File: src/rtl/ifu_pkg.sv
// Shared definitions for the instruction fetch unit: opcode encodings, IR field
// positions, fetch FSM states and the unused-encoding classifier.
package ifu_pkg;

   // Primary opcodes (IR[15:12]), same values the control FSM decodes
   localparam logic [3:0] OP_RTYPE = 4'h0;
   localparam logic [3:0] OP_ANDI  = 4'h1;
   localparam logic [3:0] OP_ORI   = 4'h2;
   localparam logic [3:0] OP_XORI  = 4'h3;
   localparam logic [3:0] OP_MEM   = 4'h4;
   localparam logic [3:0] OP_ADDI  = 4'h5;
   localparam logic [3:0] OP_SHIFT = 4'h8;
   localparam logic [3:0] OP_SUBI  = 4'h9;
   localparam logic [3:0] OP_CMPI  = 4'hB;
   localparam logic [3:0] OP_BCOND = 4'hC;
   localparam logic [3:0] OP_MOVI  = 4'hD;
   localparam logic [3:0] OP_LUI   = 4'hF;

   // MEM sub-operations (IR[7:4] when opCode1 = OP_MEM)
   localparam logic [3:0] MEM_LB    = 4'h0;
   localparam logic [3:0] MEM_SB    = 4'h4;
   localparam logic [3:0] MEM_JAL   = 4'h8;
   localparam logic [3:0] MEM_JCOND = 4'hC;

   // SHIFT sub-operations (IR[7:4] when opCode1 = OP_SHIFT)
   localparam logic [3:0] SH_LSHI_L = 4'h0;
   localparam logic [3:0] SH_LSHI_R = 4'h1;
   localparam logic [3:0] SH_LSH    = 4'h4;
   localparam logic [3:0] SH_ASHU   = 4'h6;

   // IR field layout
   localparam int FIELD_W   = 4;
   localparam int IMM_W     = 8;
   localparam int OPC1_LSB  = 12;
   localparam int RDEST_LSB = 8;
   localparam int OPC2_LSB  = 4;
   localparam int RSRC_LSB  = 0;
   localparam int CNT_W     = 3;

   typedef enum logic [1:0] {
      ST_IDLE    = 2'd0,
      ST_WAIT    = 2'd1,
      ST_CAPTURE = 2'd2
   } ifu_state_t;

   function automatic logic is_illegal_op(input logic [15:0] word);
      logic [3:0] opc1;
      logic [3:0] opc2;
      logic       bad;
      opc1 = word[OPC1_LSB +: FIELD_W];
      opc2 = word[OPC2_LSB +: FIELD_W];
      bad  = 1'b0;
      case (opc1)
         4'h6, 4'h7, 4'hA, 4'hE: bad = 1'b1;
         OP_MEM:   bad = !(opc2 == MEM_LB || opc2 == MEM_SB ||
                           opc2 == MEM_JAL || opc2 == MEM_JCOND);
         OP_SHIFT: bad = !(opc2 == SH_LSHI_L || opc2 == SH_LSHI_R ||
                           opc2 == SH_LSH || opc2 == SH_ASHU);
         default:  bad = 1'b0;
      endcase
      return bad;
   endfunction

endpackage

File: src/rtl/instr_fetch_unit_if.sv
// Instruction memory read port between the fetch unit (master) and the shared
// memory (slave).
interface instr_fetch_unit_if #(
   parameter int ADDR_W = 16,
   parameter int DATA_W = 16
);
   logic              mem_rd_en;
   logic [ADDR_W-1:0] mem_addr;
   logic [DATA_W-1:0] mem_rdata;

   modport master (
      output mem_rd_en,
      output mem_addr,
      input  mem_rdata
   );

   modport slave (
      input  mem_rd_en,
      input  mem_addr,
      output mem_rdata
   );
endinterface

File: src/rtl/ifu_pc_next.sv
// Combinational next-PC selection: jump/JAL target, IR-relative branch, or
// sequential increment. All arithmetic wraps modulo 2^ADDR_W.
module ifu_pc_next #(
   parameter int ADDR_W = 16
) (
   input  logic [ADDR_W-1:0] pc,
   input  logic [ADDR_W-1:0] ir_pc,
   input  logic [ADDR_W-1:0] jmp_target,
   input  logic [7:0]        imm8,
   input  logic              branch_en,
   input  logic              jmp_en,
   input  logic              jal_en,
   output logic [ADDR_W-1:0] pc_next
);

   logic [ADDR_W-1:0] imm_sext;

   assign imm_sext = {{(ADDR_W-8){imm8[7]}}, imm8};

   // Jumps outrank branches, which outrank the plain increment
   always_comb begin
      pc_next = pc + ADDR_W'(1);
      if (jmp_en || jal_en) begin
         pc_next = jmp_target;
      end else if (branch_en) begin
         pc_next = ir_pc + imm_sext;
      end
   end

endmodule

File: src/rtl/instr_fetch_unit.sv
// Instruction fetch unit: owns the PC, issues one memory read per fetch request,
// captures the word into the IR and splits it into decode fields.
// Optional macro IFU_ILLEGAL_OP_DETECT_EN adds a sticky illegal_op output.
module instr_fetch_unit
   import ifu_pkg::*;
#(
   parameter int                ADDR_W   = 16,
   parameter int                DATA_W   = 16,
   parameter int                MEM_LAT  = 2,
   parameter logic [ADDR_W-1:0] RESET_PC = '0
) (
   input  logic              clk,
   input  logic              reset,
   input  logic              fetch_start,
   input  logic              pc_en,
   input  logic              branch_en,
   input  logic              jmp_en,
   input  logic              jal_en,
   input  logic [ADDR_W-1:0] jmp_target,
   instr_fetch_unit_if.master mem,
   output logic              busy,
   output logic              instr_valid,
   output logic [3:0]        opCode1,
   output logic [3:0]        rdest,
   output logic [3:0]        opCode2,
   output logic [3:0]        rsrc,
   output logic [7:0]        imm8,
   output logic [ADDR_W-1:0] pc_out,
   output logic [ADDR_W-1:0] link_addr
`ifdef IFU_ILLEGAL_OP_DETECT_EN
   ,
   output logic              illegal_op
`endif
);

   ifu_state_t        state_reg, state_next;
   logic [CNT_W-1:0]  cnt_reg, cnt_next;
   logic [ADDR_W-1:0] pc_reg, pc_next;
   logic [ADDR_W-1:0] fetch_pc_reg;
   logic [ADDR_W-1:0] ir_pc_reg;
   logic [ADDR_W-1:0] addr_reg;
   logic [DATA_W-1:0] ir_reg;
   logic              rd_en_reg;
   logic              busy_reg;
   logic              valid_reg;
   logic              start_fetch;
   logic              do_capture;

   always_comb begin
      state_next  = state_reg;
      cnt_next    = cnt_reg;
      start_fetch = 1'b0;
      do_capture  = 1'b0;
      case (state_reg)
         ST_IDLE: begin
            if (fetch_start) begin
               start_fetch = 1'b1;
               cnt_next    = CNT_W'(MEM_LAT - 1);
               state_next  = ST_WAIT;
            end
         end
         ST_WAIT: begin
            if (cnt_reg == '0) begin
               state_next = ST_CAPTURE;
            end else begin
               cnt_next = cnt_reg - CNT_W'(1);
            end
         end
         ST_CAPTURE: begin
            do_capture = 1'b1;
            state_next = ST_IDLE;
         end
         default: state_next = ST_IDLE;
      endcase
   end

   // Read data is valid in the CAPTURE cycle, so the IR updates on its closing edge
   always_ff @(posedge clk or negedge reset) begin
      if (!reset) begin
         state_reg    <= ST_IDLE;
         cnt_reg      <= '0;
         rd_en_reg    <= 1'b0;
         busy_reg     <= 1'b0;
         valid_reg    <= 1'b0;
         addr_reg     <= '0;
         fetch_pc_reg <= '0;
         ir_reg       <= '0;
         ir_pc_reg    <= '0;
      end else begin
         state_reg <= state_next;
         cnt_reg   <= cnt_next;
         rd_en_reg <= start_fetch;
         busy_reg  <= (state_next != ST_IDLE);
         valid_reg <= (state_next == ST_CAPTURE);
         if (start_fetch) begin
            addr_reg     <= pc_reg;
            fetch_pc_reg <= pc_reg;
         end
         if (do_capture) begin
            ir_reg    <= mem.mem_rdata;
            ir_pc_reg <= fetch_pc_reg;
         end
      end
   end

   // The PC is independent of the fetch FSM; an in-flight read keeps its own address
   always_ff @(posedge clk or negedge reset) begin
      if (!reset) begin
         pc_reg <= RESET_PC;
      end else if (pc_en) begin
         pc_reg <= pc_next;
      end
   end

   ifu_pc_next #(
      .ADDR_W (ADDR_W)
   ) u_pc_next (
      .pc         (pc_reg),
      .ir_pc      (ir_pc_reg),
      .jmp_target (jmp_target),
      .imm8       (imm8),
      .branch_en  (branch_en),
      .jmp_en     (jmp_en),
      .jal_en     (jal_en),
      .pc_next    (pc_next)
   );

`ifdef IFU_ILLEGAL_OP_DETECT_EN
   logic illegal_reg;

   always_ff @(posedge clk or negedge reset) begin
      if (!reset) begin
         illegal_reg <= 1'b0;
      end else if (do_capture && is_illegal_op(mem.mem_rdata[15:0])) begin
         illegal_reg <= 1'b1;
      end
   end

   assign illegal_op = illegal_reg;
`endif

   assign mem.mem_rd_en = rd_en_reg;
   assign mem.mem_addr  = addr_reg;
   assign busy          = busy_reg;
   assign instr_valid   = valid_reg;
   assign opCode1       = ir_reg[OPC1_LSB +: FIELD_W];
   assign rdest         = ir_reg[RDEST_LSB +: FIELD_W];
   assign opCode2       = ir_reg[OPC2_LSB +: FIELD_W];
   assign rsrc          = ir_reg[RSRC_LSB +: FIELD_W];
   assign imm8          = ir_reg[IMM_W-1:0];
   assign pc_out        = pc_reg;
   assign link_addr     = ir_pc_reg + ADDR_W'(1);

endmodule

File: src/flat_wrapper.sv
// flat-port wrapper written by rule: the top's interface ports become plain ports
module instr_fetch_unit_flat import ifu_pkg::*;
#(
   parameter int                ADDR_W   = 16,
   parameter int                DATA_W   = 16,
   parameter int                MEM_LAT  = 2,
   parameter logic [ADDR_W-1:0] RESET_PC = '0
)
  (clk, reset, fetch_start, pc_en, branch_en, jmp_en, jal_en, jmp_target, busy, instr_valid, opCode1, rdest, opCode2, rsrc, imm8, pc_out, link_addr, mem_mem_rd_en, mem_mem_addr, mem_mem_rdata);
  instr_fetch_unit_if #(.ADDR_W(ADDR_W), .DATA_W(DATA_W)) mem_i ();
  input  logic clk;
  input  logic reset;
  input  logic fetch_start;
  input  logic pc_en;
  input  logic branch_en;
  input  logic jmp_en;
  input  logic jal_en;
  input  logic [ADDR_W-1:0] jmp_target;
  output logic busy;
  output logic instr_valid;
  output logic [3:0] opCode1;
  output logic [3:0] rdest;
  output logic [3:0] opCode2;
  output logic [3:0] rsrc;
  output logic [7:0] imm8;
  output logic [ADDR_W-1:0] pc_out;
  output logic [ADDR_W-1:0] link_addr;
  output wire logic [$bits(mem_i.mem_rd_en)-1:0] mem_mem_rd_en;
  output wire logic [$bits(mem_i.mem_addr)-1:0] mem_mem_addr;
  input wire logic [$bits(mem_i.mem_rdata)-1:0] mem_mem_rdata;
  assign mem_mem_rd_en = mem_i.mem_rd_en;
  assign mem_mem_addr = mem_i.mem_addr;
  assign mem_i.mem_rdata = mem_mem_rdata;
  instr_fetch_unit #(.ADDR_W(ADDR_W), .DATA_W(DATA_W), .MEM_LAT(MEM_LAT), .RESET_PC(RESET_PC)) u_core (.clk(clk), .reset(reset), .fetch_start(fetch_start), .pc_en(pc_en), .branch_en(branch_en), .jmp_en(jmp_en), .jal_en(jal_en), .jmp_target(jmp_target), .mem(mem_i), .busy(busy), .instr_valid(instr_valid), .opCode1(opCode1), .rdest(rdest), .opCode2(opCode2), .rsrc(rsrc), .imm8(imm8), .pc_out(pc_out), .link_addr(link_addr));
endmodule
File: config.mk
export PLATFORM = sky130hd
export DESIGN_NAME = instr_fetch_unit_flat
export DESIGN_NICKNAME = d
export VERILOG_FILES = /design/src/rtl/ifu_pkg.sv /design/src/rtl/instr_fetch_unit_if.sv /design/src/rtl/ifu_pc_next.sv /design/src/rtl/instr_fetch_unit.sv /design/src/flat_wrapper.sv
export SDC_FILE = /design/constraint.sdc
export NUM_CORES = 1
export LEC_CHECK = 0
export BUFFER_PORTS_ARGS = -buffer_cell sky130_fd_sc_hd__buf_4
export CAP_MARGIN = 30
export CORE_ASPECT_RATIO = 1.5
export CORE_MARGIN = 10
export CORE_UTILIZATION = 42
export CTS_BUF_LIST = sky130_fd_sc_hd__clkbuf_16
export DETAILED_ROUTE_END_ITERATION = 7
export GPL_ROUTABILITY_DRIVEN = 0
export PLACE_DENSITY = 0.74
export SYNTH_ARGS = -nofsm -noshare
export SYNTH_HDL_FRONTEND = slang
export SYNTH_SLANG_ARGS = --single-unit
File: constraint.sdc
create_clock -name clk -period 3.1 [get_ports clk]
set_input_delay 0.62 -clock clk [delete_from_list [all_inputs] [get_ports clk]]
set_output_delay 0.62 -clock clk [all_outputs]
set_load 0.02 [all_outputs]
==> out/results.ini, run 1 <==
[placed_design]
place_area_um2=5230
dp_hpwl_um=9620
port_buffers=113

[floorplan]
core_um2=10100
die-area_um2=14900
rows=45
die_w_um=103
io_pins=114
die_h_um=144
start_util=0.428

[sta]
min_period_ns=2.63
timing.fmax_ghz=0.381
rsz0062_at_grt=no
timing.final.crit_share=0.847
tns_ns=0
finClkSkew_ns=0.00691
finalMaxSlewViolations=0
worstMarginPinSlew_ns=0.928
setup_viol=0
maxSlewHeadroom=0.381
hold_violations=0

[worst_setup_path]
crit_path_end_kind=primary output
crit_path_max_fanout=6
crit_path_frequent_cell=and3_1
cp_cell_sequence=and3_1, and3_1, and4_1, nand3_1, xnor2_1, buf_4
max_stage_delay_ns=0.43
setup.worst_path.class=flip-flop to primary output
slowest_stage=dfrtp_1
cp_data_required_time_ns=2.48
worstSetupStartpointType=flip-flop
critPathArrivalTime_ns=2.01

[routing]
drc=0
wl_per_cell_um=19.5
drtAntennaViolNets=0
routed_wl_um=12500
dr.pass1.iters=4
via_per_inst=5.69
vias=3639
drt_iter0_markers=146

[logic_synthesis]
synthFlopType=dfrtp_1
synthCells=421
syn_nets=480
yosys_warnings=0
synth_cell_types=58
synthArstFlopShare=1.00
ys_seq_area_frac=0.415
synth.avg_cell_area_um2=10.3
ys_seq_elements=72
syn_area_um2=4340
synth-edff-count=0

[global_route]
grt_use_met3=0.0611
met2_usage=0.302
grt_use_total=0.173
grt_busiest_layer=met2
grt_pass1_wl_um=19800
grt_pass1_vias=3985
grt_max_degree=73
grt_overflow=0
antenna_found_initial=0
use_met1=0.174

[cts]
post_cts.repair.setup_buffers=0
clk_pin_slew_ns=0.05
cts.sinks=72
clk_latency_ns=0.33
hold_buffers=0
clockRootBuffer=clkbuf_16
clock_path_buffers=2
ctsResizeCount=0
numCtsBuffers=9
h-tree-depth=3
cts_tree=built

[finish]
area_delta_synth_final_pct=26.3
drive_gt1_frac=0.365
n_fill_cell=899
antennaDiodeCount=0
nets=579
postLayoutCellArea_um2=5480

[worst_hold_path]
holdCritPathClass=primary input to asynchronous set/reset pin

[pwr]
leakage_nw=2.50
clkPwrFrac=0.137
p_sw_frac=0.447
power.switching_mw=2.88
internal_power_mw=3.56
combPwrFrac=0.573
powerDensity_nw_per_um2=1180
p_seq_frac=0.290
ir_worst_vdd_uv=687

[run]
cap_violations=0

[run_status]
status=complete, no violations

## power groups by stage
| stage | Sequential [mW] | Clock [mW] | Combinational, mW |
|---|---|---|---|
| final | 1.87 | 0.884 | 3.69 |
| after global routing | 1.93 | 0.947 | 4.03 |
| after CTS | 1.87 | 0.900 | 3.74 |
| after detailed placement | 1.88 | 0 | 3.72 |
| after global placement | 1.84 | 0 | 3.66 |
| after floorplan | 2.07 | 0 | 2.18 |
## cell usage after synthesis (all sizes together), types with 3 or more instances
library cell   n  share of area
nor3           6          0.011
nand4          5          0.011
xnor2         24          0.048
a211o          3         0.0061
inv           12          0.010
a22oi          6          0.012
nor3b          3         0.0052
mux2i          3         0.0069
xor2           9          0.018
o21a           4         0.0069
mux2          49           0.13
o21ai         28          0.032
and3           6         0.0087
or2            3         0.0049
ha            19          0.055
a31oi          7          0.010
nand3         15          0.020
dfrtp         72           0.42
o21bai         3         0.0052
nor2          24          0.021
buf           14          0.020
o211ai         5         0.0087
and2           4         0.0058
a21oi         15          0.019
clkbuf        14          0.012
a211oi         5         0.0098
nand2         32          0.028
a21o           6          0.010
## per-layer routing
layer / vias up / part of all wire
met5: - / 0
met4: 0 / 0.039
met3: 30 / 0.071
met2: 125 / 0.53
met1: 1784 / 0.36
li1: 1700 / -
## cell families after synthesis
logic type	share of synthesized area
simple gates	0.130
mux	0.134
xor+xnor	0.0666
flops	0.415
compound gates	0.151
buf+inv	0.0427
fa+ha+maj	0.0594
## worst max-delay path, delay by kind of cell, from the launching register on
| family | cells | cell delay, ns |
|---|---|---|
| and+or+nand+nor | 4 | 0.90 |
| DFF | 1 | 0.43 |
| xor gates and xnor gates | 1 | 0.17 |
| buffers and inverters | 1 | 0.17 |
## per-stage QoR
step                      instances  utilization  setup WS (ns)  total power, mW  hold WS (ns)
after floorplan                 421            -          0.639             4.24         0.324
after global placement          626        0.516          0.649             5.50         0.444
after CTS                       640        0.540          0.480             6.51         0.460
final                           640        0.540          0.474             6.44         0.426
after global routing            640        0.540          0.258             6.91         0.469
after detailed placement        626        0.516          0.586             5.60         0.452
## path summary, 6_finish.rpt
| check | from | end | slack [ns] | cells after the start |
|---|---|---|---|---|
| min reg2reg | u_core.cnt_reg[2]$_DFFE_PN0P_ | u_core.state_reg[1]$_DFF_PN0_ | 0.46 | 1 |
| max in group asynchronous | reset | u_core.pc_out[1]$_DFFE_PN0P_ | 2.08 | 1 |
| max | u_core.ir_pc_reg[2]$_DFFE_PN0N_ | link_addr[15] | 0.47 | 6 |
| max reg2reg | u_core.ir_reg[0]$_DFFE_PN0N_ | u_core.pc_out[12]$_DFFE_PN0P_ | 0.55 | 8 |
| min | reset | u_core.cnt_reg[0]$_DFFE_PN0P_ | 0.43 | 1 |
| min in group clk | u_core.cnt_reg[2]$_DFFE_PN0P_ | u_core.state_reg[1]$_DFF_PN0_ | 0.46 | 1 |
## layout make-up
cell class / count / area, um2 / share of cell area
inverters: 12 / 45.0 / 0.00822
repair buffers: 116 / 883 / 0.161
clock buffers: 9 / 225 / 0.0411
flip-flops and latches: 72 / 1800 / 0.329
multi-input cells: 309 / 2360 / 0.430
clock inverters: 5 / 18.8 / 0.00343
well taps: 117 / 146 / 0.0267
## cells in the final DEF, fill, tap and decap left out, types with 9 or more instances in the layout
cell,n
o21ai_0,26
mux2_2,49
ha_1,19
a21oi_1,13
inv_1,14
dfrtp_1,72
nor2_1,24
xor2_1,9
buf_4,115
clkbuf_16,9
nand2_1,32
nand3_1,14
xnor2_1,24
Power figures use the tool's default switching activity.
==> run 2, diff against run 1 <==
--- a/config.mk
+++ b/config.mk
@@ -5,6 +5,7 @@
 export SDC_FILE = /design/constraint.sdc
 export NUM_CORES = 1
 export LEC_CHECK = 0
+export ABC_AREA = 1
 export BUFFER_PORTS_ARGS = -buffer_cell sky130_fd_sc_hd__buf_4
 export CAP_MARGIN = 30
 export CORE_ASPECT_RATIO = 1.5
@@ -13,7 +14,7 @@
 export CTS_BUF_LIST = sky130_fd_sc_hd__clkbuf_16
 export DETAILED_ROUTE_END_ITERATION = 7
 export GPL_ROUTABILITY_DRIVEN = 0
-export PLACE_DENSITY = 0.74
+export PLACE_DENSITY = 0.76
 export SYNTH_ARGS = -nofsm -noshare
 export SYNTH_HDL_FRONTEND = slang
 export SYNTH_SLANG_ARGS = --single-unit
==> constraint.sdc (replaced) <==
create_clock -name clk -period 2.3 [get_ports clk]
set_input_delay 0.46 -clock clk [delete_from_list [all_inputs] [get_ports clk]]
set_output_delay 0.46 -clock clk [all_outputs]
set_load 0.02 [all_outputs]
==> run 2 against run 1 <==
  * The flow now finishes with violations (negative setup slack)
  * Hold slack worse by 0.34 ns
  * Sequential cell count did not move
  * Critical path depth is 2 higher
  * Non-clock buffer count up 13
  * Synthesized cell count grew 45%
  * Combinational power is 41% higher
  * Setup slack worse by 0.73 ns
  * Final cell count up 37%
  * Clock skew is 0.0015 ns lower
  * Largest cell class unchanged
  * Count of clock-buffer cells in the layout did not move
  * Die area increased by 4.6%
==> out/results.ini, run 2 <==
[worst_setup_path]
crit_end=link_addr[12]  ; was link_addr[15]
crit_path_frequent_cell=nor3_4  ; was and3_1
worstSetupStartpointType=flip-flop  ; unchanged
crit_cells=8  ; was 6
slowest_stage=dfrtp_1  ; unchanged
crit_path_end_kind=primary output  ; unchanged
max_stage_delay_ns=0.40  ; was 0.43 ns
r2r_slack_ns=0.18  ; was 0.55 ns
crit_path_max_fanout=3  ; was 6
reg2reg_from=u_core.ir_pc_reg[0]$_DFFE_PN0N_  ; was u_core.ir_reg[0]$_DFFE_PN0N_
r2r_cells=13  ; was 8
cp_cell_sequence=ha_4, nand3_4, nor3_4, nand3_2, nor3_4, nand2_1, xor2_1, buf_4  ; was and3_1, and3_1, and4_1, nand3_1, xnor2_1, buf_4
cp_data_required_time_ns=1.84  ; was 2.48 ns
setup.worst_path.class=flip-flop to primary output  ; unchanged
critPathArrivalTime_ns=2.09  ; was 2.01 ns
path_buf_inv=1  ; unchanged
crit_family=simple AND/OR/NAND/NOR gates  ; unchanged
worst_r2r_endpoint=u_core.pc_out[12]$_DFFE_PN0P_  ; unchanged
startpoint=u_core.ir_pc_reg[0]$_DFFE_PN0N_  ; was u_core.ir_pc_reg[2]$_DFFE_PN0N_

[placed_design]
dp_hpwl_um=10100  ; was 9620 um
port_buffers=113  ; unchanged
place_area_um2=5550  ; was 5230 um2

[logic_synthesis]
synth.avg_cell_area_um2=7.48  ; was 10.3 um2
synthArstFlopShare=1.00  ; unchanged
synth_cell_types=29  ; was 58
synth_top_area_cell=dfrtp_1  ; unchanged
synth_common_cells=176 x nand2_1, 84 x inv_1, 72 x dfrtp_1, 58 x nor2_1, 36 x nand3_1  ; was 72 x dfrtp_1, 49 x mux2_2, 32 x nand2_1, 26 x o21ai_0
syn_area_um2=4580  ; was 4340 um2
synthCells=612  ; was 421
ys_seq_area_frac=0.394  ; was 0.415
yosys_warnings=0  ; unchanged
ys_seq_elements=72  ; unchanged
syn_nets=671  ; was 480
synth-edff-count=0  ; unchanged
yosysMostFrequentCell=nand2_1  ; was dfrtp_1
synthFlopType=dfrtp_1  ; unchanged
synth_top_area_share=0.394  ; was 0.415
synthTopCellsByArea=dfrtp_1 39%, nand2_1 14%, inv_1 6.9%  ; was dfrtp_1 42%, mux2_2 13%, ha_1 5.5%

[cts]
clockRootBuffer=clkbuf_16  ; unchanged
h-tree-depth=3  ; unchanged
clock_path_buffers=2  ; unchanged
clk_pin_slew_ns=0.06  ; was 0.05 ns
clk_latency_ns=0.34  ; was 0.33 ns
hold_buffers=0  ; unchanged
cts.sinks=72  ; unchanged
numCtsBuffers=9  ; unchanged
cts_tree=built  ; unchanged

[sta]
timing.fmax_ghz=0.391
hold_violations=0  ; unchanged
maxSlewHeadroom=0.579  ; was 0.381
setup_slack_ns=-0.254  ; was 0.474 ns
timing.final.crit_share=1.11
worstMarginPinSlew_ns=0.631  ; was 0.928 ns
tns_ns=-1.01  ; was 0 ns
min_period_ns=2.55
finalMaxSlewViolations=0  ; unchanged
setup_viol=6  ; was 0
rsz0062_at_grt=yes  ; was no
finClkSkew_ns=0.00537  ; was 0.00691 ns

[global_route]
grt_pass1_wl_um=21100  ; was 19800 um
grt_overflow=0  ; unchanged
antenna_found_initial=0  ; unchanged
grt_use_total=0.165  ; was 0.173
grt_pass1_vias=4327  ; was 3985
grt_max_degree=41  ; was 73

[floorplan]
start_util=0.430  ; was 0.428
core_um2=10600  ; was 10100 um2
io_pins=114  ; unchanged
die-area_um2=15600  ; was 14900 um2
die_h_um=148  ; was 144 um
rows=46  ; was 45
die_w_um=105  ; was 103 um

[finish]
layout.cells.most_common=nand2_1  ; was buf_4
postLayoutCellArea_um2=5960  ; was 5480 um2
antennaDiodeCount=0  ; unchanged
nets=788  ; was 579
area_delta_synth_final_pct=30.2  ; was 26.3%
mostFrequentLayoutCells=176 x nand2_1, 128 x buf_4, 84 x inv_1, 72 x dfrtp_1, 57 x nor2_1  ; was 115 x buf_4, 72 x dfrtp_1, 49 x mux2_2, 32 x nand2_1, 26 x o21ai_0
drive_gt1_frac=0.251  ; was 0.365
utilization=0.560  ; was 0.540

[routing]
routed_wl_um=13000  ; was 12500 um
drtAntennaViolNets=0  ; unchanged
vias=4323  ; was 3639
dr.pass1.iters=5  ; was 4
drt_iter0_markers=267  ; was 146
drc=0  ; unchanged
via_per_inst=4.92  ; was 5.69
wl_per_cell_um=14.8  ; was 19.5 um

[pwr]
leakage_nw=3.20  ; was 2.50 nW
ir_worst_vdd_uv=469  ; was 687 uV
powerDensity_nw_per_um2=1480  ; was 1180 nW/um2

[worst_hold_path]
holdCritPathClass=primary input to asynchronous set/reset pin  ; unchanged

[run_status]
status=complete, but fails checks  ; was complete, no violations
violations=negative setup slack

[run]
cap_violations=0  ; unchanged

==> run 2: layout make-up <==
class	instances	area (um2)
inverters	84	315
fillers	964	4690
repair buffers	129	981
multi-input cells	433	2410
well taps	144	180
clock buffers	9	225
clock inverters	7	47.5
flip-flops and latches	72	1800
==> run 2: worst reg2reg max path: cells and delay by family, from the launching register on <==
kind,cells,cell delay [ns]
DFF,1,0.42
and+or+nand+nor,10,0.87
adders and majority gates,2,0.61
buffers and inverters,1,0.17
==> run 2: logic make-up (layout without fill, tap and decap cells) <==
group | count (synthesis) | in the layout | share of synthesized area
XOR/XNOR | 18 | 18 | 0.0344
buffers and inverters | 107 | 229 | 0.0957
multiplexers | 24 | 24 | 0.0590
adder cells (fa/ha/maj) | 20 | 20 | 0.0563
AO/OA/AOI/OAI | 74 | 74 | 0.0836
AND/OR/NAND/NOR | 297 | 297 | 0.277
flip-flops | 72 | 72 | 0.394
==> run 2: what timing repair did <==
item                                    CTS  global route
endpoints found under the setup margin    6             8
gates resized for setup                   4             7
pin swaps                                 4             6
setup buffers                             6             4
==> run 2: metal layers <==
metal	wire length [um]	vias to the layer above	part of all wire	global-route usage
met2	7000	142	0.54	0.298
li1	-	2175	-	-
met3	739	28	0.057	0.0431
met4	284	0	0.022	0.0647
met5	0	-	0	0
met1	5010	1978	0.38	0.178
==> run 2: how the worst min path moves through the flow <==
stage / to
after floorplan: u_core.busy$_DFF_PN0_
after global placement: u_core.cnt_reg[0]$_DFFE_PN0P_
after detailed placement: u_core.cnt_reg[0]$_DFFE_PN0P_
after CTS: u_core.cnt_reg[0]$_DFFE_PN0P_
after global routing: u_core.cnt_reg[0]$_DFFE_PN0P_
final: u_core.mem.mem_rd_en$_DFF_PN0_
==> run 2: per-stage QoR <==
step / power (mW) / std cells / setup slack, ns / hold WS (ns)
after floorplan: 5.71 / 612 / 0.166 / 0.164
after global placement: 7.32 / 853 / 0.211 / 0.449
after detailed placement: 7.45 / 853 / 0.0921 / 0.453
after CTS: 8.80 / 875 / -0.172 / 0.0919
after global routing: 9.56 / 878 / -0.380 / 0.106
final: 8.84 / 878 / -0.254 / 0.0838
==> run 2: where the power goes <==
group          internal [mW]  total [mW]  switching (mW)
Combinational           2.07        5.21            3.14
Clock                  0.727        1.28           0.551
Sequential              1.79        2.35           0.558
Total                   4.59        8.84            4.25
==> run 3, diff against run 2 <==
--- a/config.mk
+++ b/config.mk
@@ -6,6 +6,7 @@
 export NUM_CORES = 1
 export LEC_CHECK = 0
 export ABC_AREA = 1
+export ABC_CLOCK_PERIOD_IN_PS = 2300
 export BUFFER_PORTS_ARGS = -buffer_cell sky130_fd_sc_hd__buf_4
 export CAP_MARGIN = 30
 export CORE_ASPECT_RATIO = 1.5
@@ -14,7 +15,9 @@
 export CTS_BUF_LIST = sky130_fd_sc_hd__clkbuf_16
 export DETAILED_ROUTE_END_ITERATION = 7
 export GPL_ROUTABILITY_DRIVEN = 0
+export GPL_TIMING_DRIVEN = 0
 export PLACE_DENSITY = 0.76
+export SLEW_MARGIN = 20
 export SYNTH_ARGS = -nofsm -noshare
 export SYNTH_HDL_FRONTEND = slang
 export SYNTH_SLANG_ARGS = --single-unit
==> run 3 against run 2 <==
  * The run still ends with negative setup slack left
  * Sequential share of layout area decreased by 0.38 points
  * Clock power increased by 10%
  * Sequential power about the same
  * First-iteration DRC count decreased by 13%
  * Utilization increased by 0.79 points
==> out/results.ini, run 3 (same netlist as run 2, synthesis figures left out) <==
[run_status]
status=complete, but fails checks  ; unchanged
violations=negative setup slack  ; unchanged

[routing]
via_per_inst=4.95  ; was 4.92
wl_per_cell_um=15.4  ; was 14.8 um
routed_wl_um=13800  ; was 13000 um
drtAntennaViolNets=0  ; unchanged
vias=4429  ; was 4323
drt_iter0_markers=233  ; was 267
dr.pass1.iters=6  ; was 5
drc=0  ; unchanged

[finish]
mostFrequentLayoutCells=175 x nand2_1, 128 x buf_4, 84 x inv_1, 70 x dfrtp_1, 57 x nor2_1  ; was 176 x nand2_1, 128 x buf_4, 84 x inv_1, 72 x dfrtp_1, 57 x nor2_1
antennaDiodeCount=0  ; unchanged
postLayoutCellArea_um2=6040  ; was 5960 um2
area_delta_synth_final_pct=32.0  ; was 30.2%
finalNonFillerCells=894  ; was 878
utilization=0.568  ; was 0.560
nets=804  ; was 788
layout.cells.most_common=nand2_1  ; unchanged
n_fill_cell=907  ; was 964
drive_gt1_frac=0.257  ; was 0.251

[sta]
hold_violations=0  ; unchanged
maxSlewHeadroom=0.574  ; was 0.579
timing.final.crit_share=1.03  ; was 1.11
finClkSkew_ns=0.00715  ; was 0.00537 ns
timing.fmax_ghz=0.422  ; was 0.391 GHz
finalMaxSlewViolations=0  ; unchanged
setup_slack_ns=-0.0680  ; was -0.254 ns
worstMarginPinSlew_ns=0.636  ; was 0.631 ns
tns_ns=-0.207  ; was -1.01 ns
min_period_ns=2.37  ; was 2.55 ns
setup_viol=5  ; was 6
rsz0062_at_grt=yes  ; unchanged

[pwr]
p_seq_frac=0.257  ; was 0.266
power.switching_mw=4.34  ; was 4.25 mW
powerDensity_nw_per_um2=1510  ; was 1480 nW/um2
clkPwrFrac=0.155  ; was 0.145
leakage_nw=3.22  ; was 3.20 nW
p_total_mw=9.15  ; was 8.84 mW
p_sw_frac=0.475  ; was 0.481
combPwrFrac=0.588  ; was 0.590
ir_worst_vdd_uv=528  ; was 469 uV
internal_power_mw=4.81  ; was 4.59 mW

[global_route]
grt_max_degree=73  ; was 41
grt_pass1_wl_um=22600  ; was 21100 um
grt_use_total=0.179  ; was 0.165
grt_pass1_vias=4483  ; was 4327
antenna_found_initial=0  ; unchanged
grt_overflow=0  ; unchanged

[worst_setup_path]
r2r_cells=12  ; was 13
crit_path_end_kind=primary output  ; unchanged
cp_data_required_time_ns=1.84  ; about the same
cp_cell_sequence=buf_4, nand3_4, nor3_4, nand2_2, nor2_4, nand2_2, nor3_2, xor2_1, buf_4  ; was ha_4, nand3_4, nor3_4, nand3_2, nor3_4, nand2_1, xor2_1, buf_4
max_stage_delay_ns=0.39  ; was 0.40 ns
setup.worst_path.class=flip-flop to primary output  ; unchanged
crit_path_max_fanout=3  ; unchanged
startpoint=u_core.ir_pc_reg[0]$_DFFE_PN0N_  ; unchanged
critPathArrivalTime_ns=1.91  ; was 2.09 ns
reg2reg_from=u_core.ir_pc_reg[0]$_DFFE_PN0N_  ; unchanged
worstSetupStartpointType=flip-flop  ; unchanged
slowest_stage=dfrtp_1  ; unchanged

[cts]
clockRootBuffer=clkbuf_16  ; unchanged
numCtsBuffers=9  ; unchanged
cts_tree=built  ; unchanged
clk_latency_ns=0.35  ; was 0.34 ns
h-tree-depth=3  ; unchanged
cts.sinks=72  ; unchanged
clk_pin_slew_ns=0.06  ; about the same
clock_path_buffers=2  ; unchanged

[placed_design]
dp_hpwl_um=10800  ; was 10100 um
place_area_um2=5600  ; was 5550 um2
post-place-cells=868  ; was 853
port_buffers=112  ; was 113

[floorplan]
die_w_um=105  ; unchanged
die-area_um2=15600  ; unchanged
rows=46  ; unchanged
io_pins=114  ; unchanged
die_h_um=148  ; unchanged
core_um2=10600  ; unchanged
start_util=0.430  ; unchanged

[run]
cap_violations=0  ; unchanged

[worst_hold_path]
holdCritPathClass=primary input to asynchronous set/reset pin  ; unchanged

==> run 3: worst max-delay path: cells and delay by family, from the launching register on <==
family | cells | cell delay, ns
AND/OR/NAND/NOR | 6 | 0.70
flip-flops | 1 | 0.39
buffers and inverters | 2 | 0.31
XOR/XNOR | 1 | 0.15
==> run 3: path summary, 6_finish.rpt <==
path                                                   end  slack [ns]
setup / recovery                             link_addr[13]       -0.07
hold / removal               u_core.state_reg[1]$_DFF_PN0_        0.02
setup reg to reg              u_core.pc_out[8]$_DFFE_PN0P_        0.25
hold reg to reg              u_core.ir_reg[10]$_DFFE_PN0N_        0.50
max in group asynchronous  u_core.ir_pc_reg[2]$_DFFE_PN0N_        1.71
min in group clk             u_core.ir_reg[11]$_DFFE_PN0N_        0.34
==> run 3: area by class of cell <==
cell class / instances / area [um2] / share of cell area
plain buffers: 23 / 123 / 0.0203
clock buffers: 9 / 225 / 0.0373
clock inverters: 7 / 71.3 / 0.0118
inverters: 84 / 315 / 0.0522
multi-input cells: 433 / 2380 / 0.395
flip-flops and latches: 72 / 1800 / 0.299
well taps: 144 / 180 / 0.0298
repair buffers: 122 / 940 / 0.155
==> run 3: stage by stage <==
step           setup WS (ns)  hold WS (ns)
2_1_floorplan          0.166         0.164
3_3_place_gp          0.0384         0.487
3_5_place_dp         0.00122         0.495
4_1_cts               -0.208         0.291
5_1_grt               -0.169        0.0515
6_report             -0.0680        0.0234
==> run 3: routing by layer <==
metal  global-route usage  vias to the layer above  share of wire  wire length, um
met5                    0                        -              0                0
met4               0.0778                        0          0.025              347
met3               0.0453                       24          0.057              782
met2                0.336                      147           0.56             7700
met1                0.182                     2047           0.36             4920
li1                     -                     2211              -                -
==> run 3: what timing repair did <==
| action | in CTS | in global routing |
|---|---|---|
| gates resized for setup | 7 | 6 |
| hold buffers | 0 | 0 |
| pin swaps | 7 | 6 |
| setup endpoints to repair | 6 | 11 |
| hold endpoints to repair | 0 | 0 |
| setup buffers | 7 | 2 |
==> run 3: power by group through the flow <==
stage	Clock (mW)	Sequential, mW	Combinational [mW]
global route	1.48	2.43	6.01
global placement	0	2.33	5.10
detailed placement	0	2.36	5.23
CTS	1.42	2.34	5.36
floorplan	0	2.64	3.08
finish	1.41	2.35	5.38
